File: config.mk
export PLATFORM = sky130hd
export DESIGN_NAME = id_control_stage
export DESIGN_NICKNAME = d
export VERILOG_FILES = /design/src/rtl/ctrl_pkg.sv /design/src/rtl/cond_check.sv /design/src/rtl/id_control_stage.sv
export SDC_FILE = /design/constraint.sdc
export NUM_CORES = 1
export LEC_CHECK = 0
export ABC_AREA = 1
export CORE_AREA = 10 10 66 68
export DETAILED_ROUTE_END_ITERATION = 12
export DIE_AREA = 0 0 76 78
export GPL_ROUTABILITY_DRIVEN = 1
export PLACE_DENSITY = 0.78
export REMOVE_ABC_BUFFERS = 1
export SLEW_MARGIN = 20
export SYNTH_ARGS = -nofsm -noshare
export SYNTH_HDL_FRONTEND = slang
export SYNTH_SLANG_ARGS = --single-unit
File: constraint.sdc
create_clock -name clk -period 2.4 [get_ports clk]
set_input_delay 0.6 -clock clk [delete_from_list [all_inputs] [get_ports clk]]
set_output_delay 0.6 -clock clk [all_outputs]
set_load 0.01 [all_outputs]
File: src/rtl/ctrl_pkg.sv
// Shared decode constants, control-word layout and FSM states for the
// ID-stage control logic of the ARM-subset core.
package ctrl_pkg;

    // Instruction classes carried in the mode field
    localparam logic [1:0] MODE_DP  = 2'b00;
    localparam logic [1:0] MODE_MEM = 2'b01;
    localparam logic [1:0] MODE_BR  = 2'b10;
    localparam logic [1:0] MODE_MUL = 2'b11;

    // Data-processing opcodes
    localparam logic [3:0] OP_AND = 4'b0000;
    localparam logic [3:0] OP_EOR = 4'b0001;
    localparam logic [3:0] OP_SUB = 4'b0010;
    localparam logic [3:0] OP_ADD = 4'b0100;
    localparam logic [3:0] OP_ADC = 4'b0101;
    localparam logic [3:0] OP_SBC = 4'b0110;
    localparam logic [3:0] OP_TST = 4'b1000;
    localparam logic [3:0] OP_CMP = 4'b1010;
    localparam logic [3:0] OP_ORR = 4'b1100;
    localparam logic [3:0] OP_MOV = 4'b1101;
    localparam logic [3:0] OP_MVN = 4'b1111;

    // EX commands
    localparam logic [3:0] EXE_NOP = 4'b0000;
    localparam logic [3:0] EXE_MOV = 4'b0001;
    localparam logic [3:0] EXE_ADD = 4'b0010;
    localparam logic [3:0] EXE_ADC = 4'b0011;
    localparam logic [3:0] EXE_SUB = 4'b0100;
    localparam logic [3:0] EXE_SBC = 4'b0101;
    localparam logic [3:0] EXE_AND = 4'b0110;
    localparam logic [3:0] EXE_ORR = 4'b0111;
    localparam logic [3:0] EXE_EOR = 4'b1000;
    localparam logic [3:0] EXE_MVN = 4'b1001;
    localparam logic [3:0] EXE_MUL = 4'b1010;

    // Condition codes
    localparam logic [3:0] COND_EQ = 4'b0000;
    localparam logic [3:0] COND_NE = 4'b0001;
    localparam logic [3:0] COND_CS = 4'b0010;
    localparam logic [3:0] COND_CC = 4'b0011;
    localparam logic [3:0] COND_MI = 4'b0100;
    localparam logic [3:0] COND_PL = 4'b0101;
    localparam logic [3:0] COND_VS = 4'b0110;
    localparam logic [3:0] COND_VC = 4'b0111;
    localparam logic [3:0] COND_HI = 4'b1000;
    localparam logic [3:0] COND_LS = 4'b1001;
    localparam logic [3:0] COND_GE = 4'b1010;
    localparam logic [3:0] COND_LT = 4'b1011;
    localparam logic [3:0] COND_GT = 4'b1100;
    localparam logic [3:0] COND_LE = 4'b1101;
    localparam logic [3:0] COND_AL = 4'b1110;

    // MUL wait counter width (covers MUL_LAT up to 15)
    localparam int unsigned CNT_W = 4;

    typedef enum logic {
        IDLE,
        MUL_WAIT
    } state_t;

    // Control word as registered into the ID/EX boundary; all-zero is a bubble
    typedef struct packed {
        logic       valid;
        logic       wb_en;
        logic       mem_r;
        logic       mem_w;
        logic       b;
        logic       s;
        logic [3:0] exe_cmd;
    } ctrl_t;

    typedef struct packed {
        ctrl_t ctrl;
        logic  is_mul;
    } dec_t;

    // Instruction-class decode; an undecodable instruction yields ctrl = '0
    function automatic dec_t decode(input logic [1:0] mode,
                                    input logic [3:0] op_code,
                                    input logic       s_in,
                                    input logic       mul_en);
        dec_t d;
        d = '0;
        case (mode)
            MODE_DP: begin
                d.ctrl.valid = 1'b1;
                d.ctrl.wb_en = 1'b1;
                d.ctrl.s     = s_in;
                case (op_code)
                    OP_MOV: d.ctrl.exe_cmd = EXE_MOV;
                    OP_MVN: d.ctrl.exe_cmd = EXE_MVN;
                    OP_ADD: d.ctrl.exe_cmd = EXE_ADD;
                    OP_ADC: d.ctrl.exe_cmd = EXE_ADC;
                    OP_SUB: d.ctrl.exe_cmd = EXE_SUB;
                    OP_SBC: d.ctrl.exe_cmd = EXE_SBC;
                    OP_AND: d.ctrl.exe_cmd = EXE_AND;
                    OP_ORR: d.ctrl.exe_cmd = EXE_ORR;
                    OP_EOR: d.ctrl.exe_cmd = EXE_EOR;
                    OP_CMP: begin
                        d.ctrl.exe_cmd = EXE_SUB;
                        d.ctrl.wb_en   = 1'b0;
                        d.ctrl.s       = 1'b1;
                    end
                    OP_TST: begin
                        d.ctrl.exe_cmd = EXE_AND;
                        d.ctrl.wb_en   = 1'b0;
                        d.ctrl.s       = 1'b1;
                    end
                    default: d.ctrl = '0;
                endcase
            end
            MODE_MEM: begin
                d.ctrl.valid   = 1'b1;
                d.ctrl.exe_cmd = EXE_ADD;
                d.ctrl.mem_r   = s_in;
                d.ctrl.mem_w   = ~s_in;
                d.ctrl.wb_en   = s_in;
            end
            MODE_BR: begin
                d.ctrl.valid   = 1'b1;
                d.ctrl.b       = 1'b1;
                d.ctrl.exe_cmd = EXE_NOP;
            end
            default: begin
                if (mul_en) begin
                    d.ctrl.valid   = 1'b1;
                    d.ctrl.wb_en   = 1'b1;
                    d.ctrl.s       = s_in;
                    d.ctrl.exe_cmd = EXE_MUL;
                    d.is_mul       = 1'b1;
                end
            end
        endcase
        return d;
    endfunction

endpackage

File: src/rtl/cond_check.sv
// Combinational ARM condition-field evaluation against the NZCV flags.
module cond_check
    import ctrl_pkg::*;
(
    input  logic [3:0] cond,
    input  logic [3:0] status,
    output logic       pass
);

    logic n, z, c, v;
    assign {n, z, c, v} = status;

    // Map each condition code to its flag predicate; 1111 never passes
    always_comb begin
        pass = 1'b0;
        case (cond)
            COND_EQ: pass = z;
            COND_NE: pass = ~z;
            COND_CS: pass = c;
            COND_CC: pass = ~c;
            COND_MI: pass = n;
            COND_PL: pass = ~n;
            COND_VS: pass = v;
            COND_VC: pass = ~v;
            COND_HI: pass = c & ~z;
            COND_LS: pass = ~c | z;
            COND_GE: pass = (n == v);
            COND_LT: pass = (n != v);
            COND_GT: pass = ~z & (n == v);
            COND_LE: pass = z | (n != v);
            COND_AL: pass = 1'b1;
            default: pass = 1'b0;
        endcase
    end

endmodule

File: src/rtl/id_control_stage.sv
// Decode-and-issue stage: decodes the ID instruction, applies the condition
// check, hazard bubbles and branch flush, sequences multi-cycle MUL issue and
// registers the resulting control word into the ID/EX boundary.
module id_control_stage
    import ctrl_pkg::*;
#(
    parameter int unsigned EXE_CMD_W  = 4,
    parameter int unsigned REG_ADDR_W = 4,
    parameter int unsigned MUL_EN     = 1,
    parameter int unsigned MUL_LAT    = 3
) (
    input  logic                  clk,
    input  logic                  rst_n,
    input  logic                  in_valid,
    input  logic [3:0]            cond,
    input  logic [1:0]            mode,
    input  logic [3:0]            op_code,
    input  logic                  s_in,
    input  logic [REG_ADDR_W-1:0] rd,
    input  logic [3:0]            status,
    input  logic                  hazard,
    input  logic                  flush,
    output logic                  busy,
    output logic                  ex_valid,
    output logic                  ex_wb_en,
    output logic                  ex_mem_r,
    output logic                  ex_mem_w,
    output logic                  ex_b,
    output logic                  ex_s,
    output logic [EXE_CMD_W-1:0]  ex_exe_cmd,
    output logic [REG_ADDR_W-1:0] ex_rd
);

    localparam logic             MUL_MULTI = (MUL_LAT > 1);
    localparam logic [CNT_W-1:0] CNT_LAST  = CNT_W'(MUL_LAT - 1);

    state_t                  state;
    logic [CNT_W-1:0]        cnt;
    ctrl_t                   ex_q;
    logic [REG_ADDR_W-1:0]   ex_rd_q;
    logic [REG_ADDR_W-1:0]   mul_rd;
    logic                    mul_s;

    logic                    cond_pass;
    dec_t                    dec;
    logic                    issue_ok;
    logic                    mul_accept;
    ctrl_t                   mul_ctrl;

    cond_check u_cond_check (
        .cond   (cond),
        .status (status),
        .pass   (cond_pass)
    );

    // Decode the ID instruction and qualify it for issue
    always_comb begin
        dec        = decode(mode, op_code, s_in, MUL_EN != 0);
        issue_ok   = in_valid & dec.ctrl.valid & cond_pass;
        mul_accept = issue_ok & dec.is_mul & ~hazard & ~flush;
    end

    // Control word for the deferred MUL, rebuilt from fields latched at acceptance
    always_comb begin
        mul_ctrl         = '0;
        mul_ctrl.valid   = 1'b1;
        mul_ctrl.wb_en   = 1'b1;
        mul_ctrl.s       = mul_s;
        mul_ctrl.exe_cmd = EXE_MUL;
    end

    // Freeze request: held while a MUL is being accepted or still counting down
    always_comb begin
        busy = 1'b0;
        if (rst_n) begin
            case (state)
                IDLE:     busy = mul_accept & MUL_MULTI;
                MUL_WAIT: busy = ~flush & (cnt < CNT_LAST);
                default:  busy = 1'b0;
            endcase
        end
    end

    // Issue FSM and ID/EX register; priority flush > hazard > MUL wait > issue
    always_ff @(posedge clk) begin
        if (!rst_n) begin
            state   <= IDLE;
            cnt     <= '0;
            ex_q    <= '0;
            ex_rd_q <= '0;
            mul_rd  <= '0;
            mul_s   <= 1'b0;
        end else begin
            case (state)
                IDLE: begin
                    cnt <= '0;
                    if (flush || hazard || !issue_ok) begin
                        ex_q    <= '0;
                        ex_rd_q <= '0;
                    end else if (dec.is_mul && MUL_MULTI) begin
                        // Upstream is frozen, but rd/S are latched so the
                        // deferred issue does not depend on ID holding them
                        ex_q    <= '0;
                        ex_rd_q <= '0;
                        state   <= MUL_WAIT;
                        cnt     <= CNT_W'(1);
                        mul_rd  <= rd;
                        mul_s   <= dec.ctrl.s;
                    end else begin
                        ex_q    <= dec.ctrl;
                        ex_rd_q <= rd;
                    end
                end
                MUL_WAIT: begin
                    if (flush) begin
                        ex_q    <= '0;
                        ex_rd_q <= '0;
                        cnt     <= '0;
                        state   <= IDLE;
                    end else if (cnt == CNT_LAST) begin
                        ex_q    <= mul_ctrl;
                        ex_rd_q <= mul_rd;
                        cnt     <= '0;
                        state   <= IDLE;
                    end else begin
                        ex_q    <= '0;
                        ex_rd_q <= '0;
                        cnt     <= cnt + CNT_W'(1);
                    end
                end
                default: begin
                    ex_q    <= '0;
                    ex_rd_q <= '0;
                    cnt     <= '0;
                    state   <= IDLE;
                end
            endcase
        end
    end

    assign ex_valid   = ex_q.valid;
    assign ex_wb_en   = ex_q.wb_en;
    assign ex_mem_r   = ex_q.mem_r;
    assign ex_mem_w   = ex_q.mem_w;
    assign ex_b       = ex_q.b;
    assign ex_s       = ex_q.s;
    assign ex_exe_cmd = EXE_CMD_W'(ex_q.exe_cmd);
    assign ex_rd      = ex_rd_q;

endmodule

==> reports/summary.txt <==
Tmin final: 2.32 ns
Total core area: 0.00318 mm^2
Pre-CTS setup slack: -0.712 ns
Crit path kind: input port to output pin
Drt total wl: 3470 um
Synthesized area: 0.00137 mm^2
Row cnt: 21
Slowest CP cell: dlygate4sd2_1
Buf+Inv Stages, Crit Path: 4
CTS H-tree depth: 1
Fmax: 432 MHz
Initial Utilization: 43.2%
Unrepaired setup endpoints after global routing: no
Crit path max fanout: 5
Max-slew headroom at the worst pin: 70.6%
Vias/cell: 4.58
Worst Path Required: 1.80 ns
Setup ws final: 0.0840 ns
Clk Latency, worst-skew pair: 0.32 ns
Max_cap viols: 0
DP HPWL: 2820 um
Die height: 78 um
Commonest non-fill, non-tap cell in the layout: nand2_1
CTS tree: done
Post-synth EDFFs: 0
Synth warn: 0
Hold buffer count at CTS: 0
Share of cells above drive strength 1: 21.5%
Clock Tree Buf Depth: 2
Critical path, cell by cell: dlygate4sd2_1, inv_1, nand2_1, nand3_1, nand3_2, o21ai_2, inv_2, nand3_2, o41ai_1, buf_2
Area delta synth->final: 47.7%
FF+latch count, synth: 24
Grt total ovfl: 0
Final antenna-violating net count: 0
Setup violators final: 0
Max Slew Vio Count: 0
Hold Crit Class: flip-flop to flip-flop
CP Launch Type: input port
TritonRoute pass-1 iters: 4
First-iteration detailed-routing DRC count: 74
Post-Synthesis Cells: 208
Total GRT Usage: 11.7%
Dpl cells: 315
Pwr per Cell Area: 426 mW/mm^2
Async set-or-reset flop fraction in the synthesized netlist: 0%
Syn_area_per_cell: 6.60 um^2
Clock skew: 0.00174 ns
Port buffer count: 38
Chip Width: 76 um
Cell variety after synth: 25
Fin cells: 320
Lkg Pwr: 0.984 nW
Critical Path AT: 1.72 ns
CTS Buf Count: 3
Slowest stage delay, CP: 0.27 ns
GP Congestion: 0.807
Final Hold Slack: 0.502 ns
DRC viols: 0
Most frequent cells in the layout: nand2_1, inv_1, buf_4, dfxtp_1
Max rail drop VDD: 0.313 mV
Fin nets: 306
Wire per inst: 10.8 um
CTS Root Cell: clkbuf_4
Hold Fails Final Rpt: 0
Crit end category: output pin
Register area share after synthesis: 35.0%
Die area: 0.00593 mm^2
CTS sink count: 24
Period utilisation layout: 96.5%
Largest net degree at the start of global routing: 15
Setup TNS: 0 ns
Number of global-route vias before repair: 1,469
Tightest Pin Transition: 0.438 ns
# diodes: 0
First-pass GRT wire length: 5960 um
Status: finished clean
Total power: 0.865 mW
Main synth FF type: dfxtp_1
Initial antenna violation count: 0
Register clock-pin slew on the reported worst setup and hold paths: 0.13 ns
Delay-heaviest family, CP: buffers and inverters
Boundary pin count: 39
Most common cell on crit path: nand3_2
Vias: 1,465
-- synthesized netlist by cell type (2+ instances only) --
library cell   n  area, um^2
buf_2          2        10.0
dfxtp_1       24         480
a21oi_1        5        25.0
ha_1           7        87.6
inv_1         38         143
nand4_1        2        12.5
nand3_1       19        95.1
nand2_1       48         180
nor2_1        23        86.3
nor3_1         8        40.0
o21ai_0       16        80.1
nand3_2        3        30.0
-- cell families (layout without fill, tap and decap cells) --
| logic type | count (synthesis) | in the layout | synth area share (%) |
|---|---|---|---|
| flip-flops | 24 | 24 | 35.0 |
| AND/OR/NAND/NOR | 107 | 107 | 35.3 |
| AO/OA/AOI/OAI | 26 | 26 | 10.4 |
| XOR/XNOR | 2 | 2 | 1.28 |
| adder cells (fa/ha/maj) | 7 | 7 | 6.37 |
| buffers and inverters | 42 | 108 | 11.7 |
-- per-layer routing --
layer | vias up | GRT usage [%] | part of all wire [%]
met5 | - | 0 | 0
met4 | 0 | 5.68 | 1.9
met3 | 7 | 2.53 | 3.5
met2 | 25 | 20.6 | 49
met1 | 642 | 13.2 | 46
li1 | 791 | - | -
-- final timing paths --
path / start / to / slack, ns / cells after the start
setup / recovery: op_code[0] / busy / 0.08 / 10
hold / removal: mul_rd[2] / ex_rd[2] / 0.50 / 2
setup reg to reg: state / mul_rd[1] / 1.13 / 7
hold reg to reg: mul_rd[2] / ex_rd[2] / 0.50 / 2
-- power by group --
group	switching (mW)	internal [mW]
sequential	0.00133	0.402
combinational	0.0884	0.0797
clock	0.124	0.169
total	0.214	0.650
-- timing repair --
item,in CTS,in global routing
setup endpoints to repair,1,1
pin swaps,4,5
endpoints found under the hold margin,0,0
buffers inserted,1,0
gates resized for setup,29,22
-- worst register-to-register path, stage by stage (launching register included) --
cell and delay [ns]:
dfxtp_1 0.37, nor4_2 0.28, buf_4 0.16, nand3_2 0.08, buf_4 0.16, nand2_1 0.05
inv_1 0.03, nor2_1 0.10
-- stage by stage --
stage / util (%) / cell area [um^2]
2_1_floorplan: - / 1360
3_3_place_gp: 62.7 / 1990
3_5_place_dp: 62.7 / 1990
4_1_cts: 64.5 / 2050
5_1_grt: 63.8 / 2030
6_report: 63.8 / 2030
-- area by class of cell --
type	count	area, um^2
Fill cell	292	1150
Multi-Input combinational cell	142	764
Timing Repair Buffer	65	528
Sequential cell	24	480
Inverter	39	146
Tap cell	46	57.6
Clock inverter	1	30.0
Clock buffer	3	22.5
-- registers in the layout (all words and copies together) (netlist names) --
| register | cells |
|---|---|
| ex_rd | 4 |
| ex_mem_r | 1 |
| cnt | 4 |
| ex_valid | 1 |
| ex_exe_cmd | 4 |
| state | 1 |
| mul_s | 1 |
| ex_mem_w | 1 |
| ex_wb_en | 1 |
| ex_b | 1 |
| ex_s | 1 |
| mul_rd | 4 |
No activity file was read; power rests on OpenSTA's default activity.
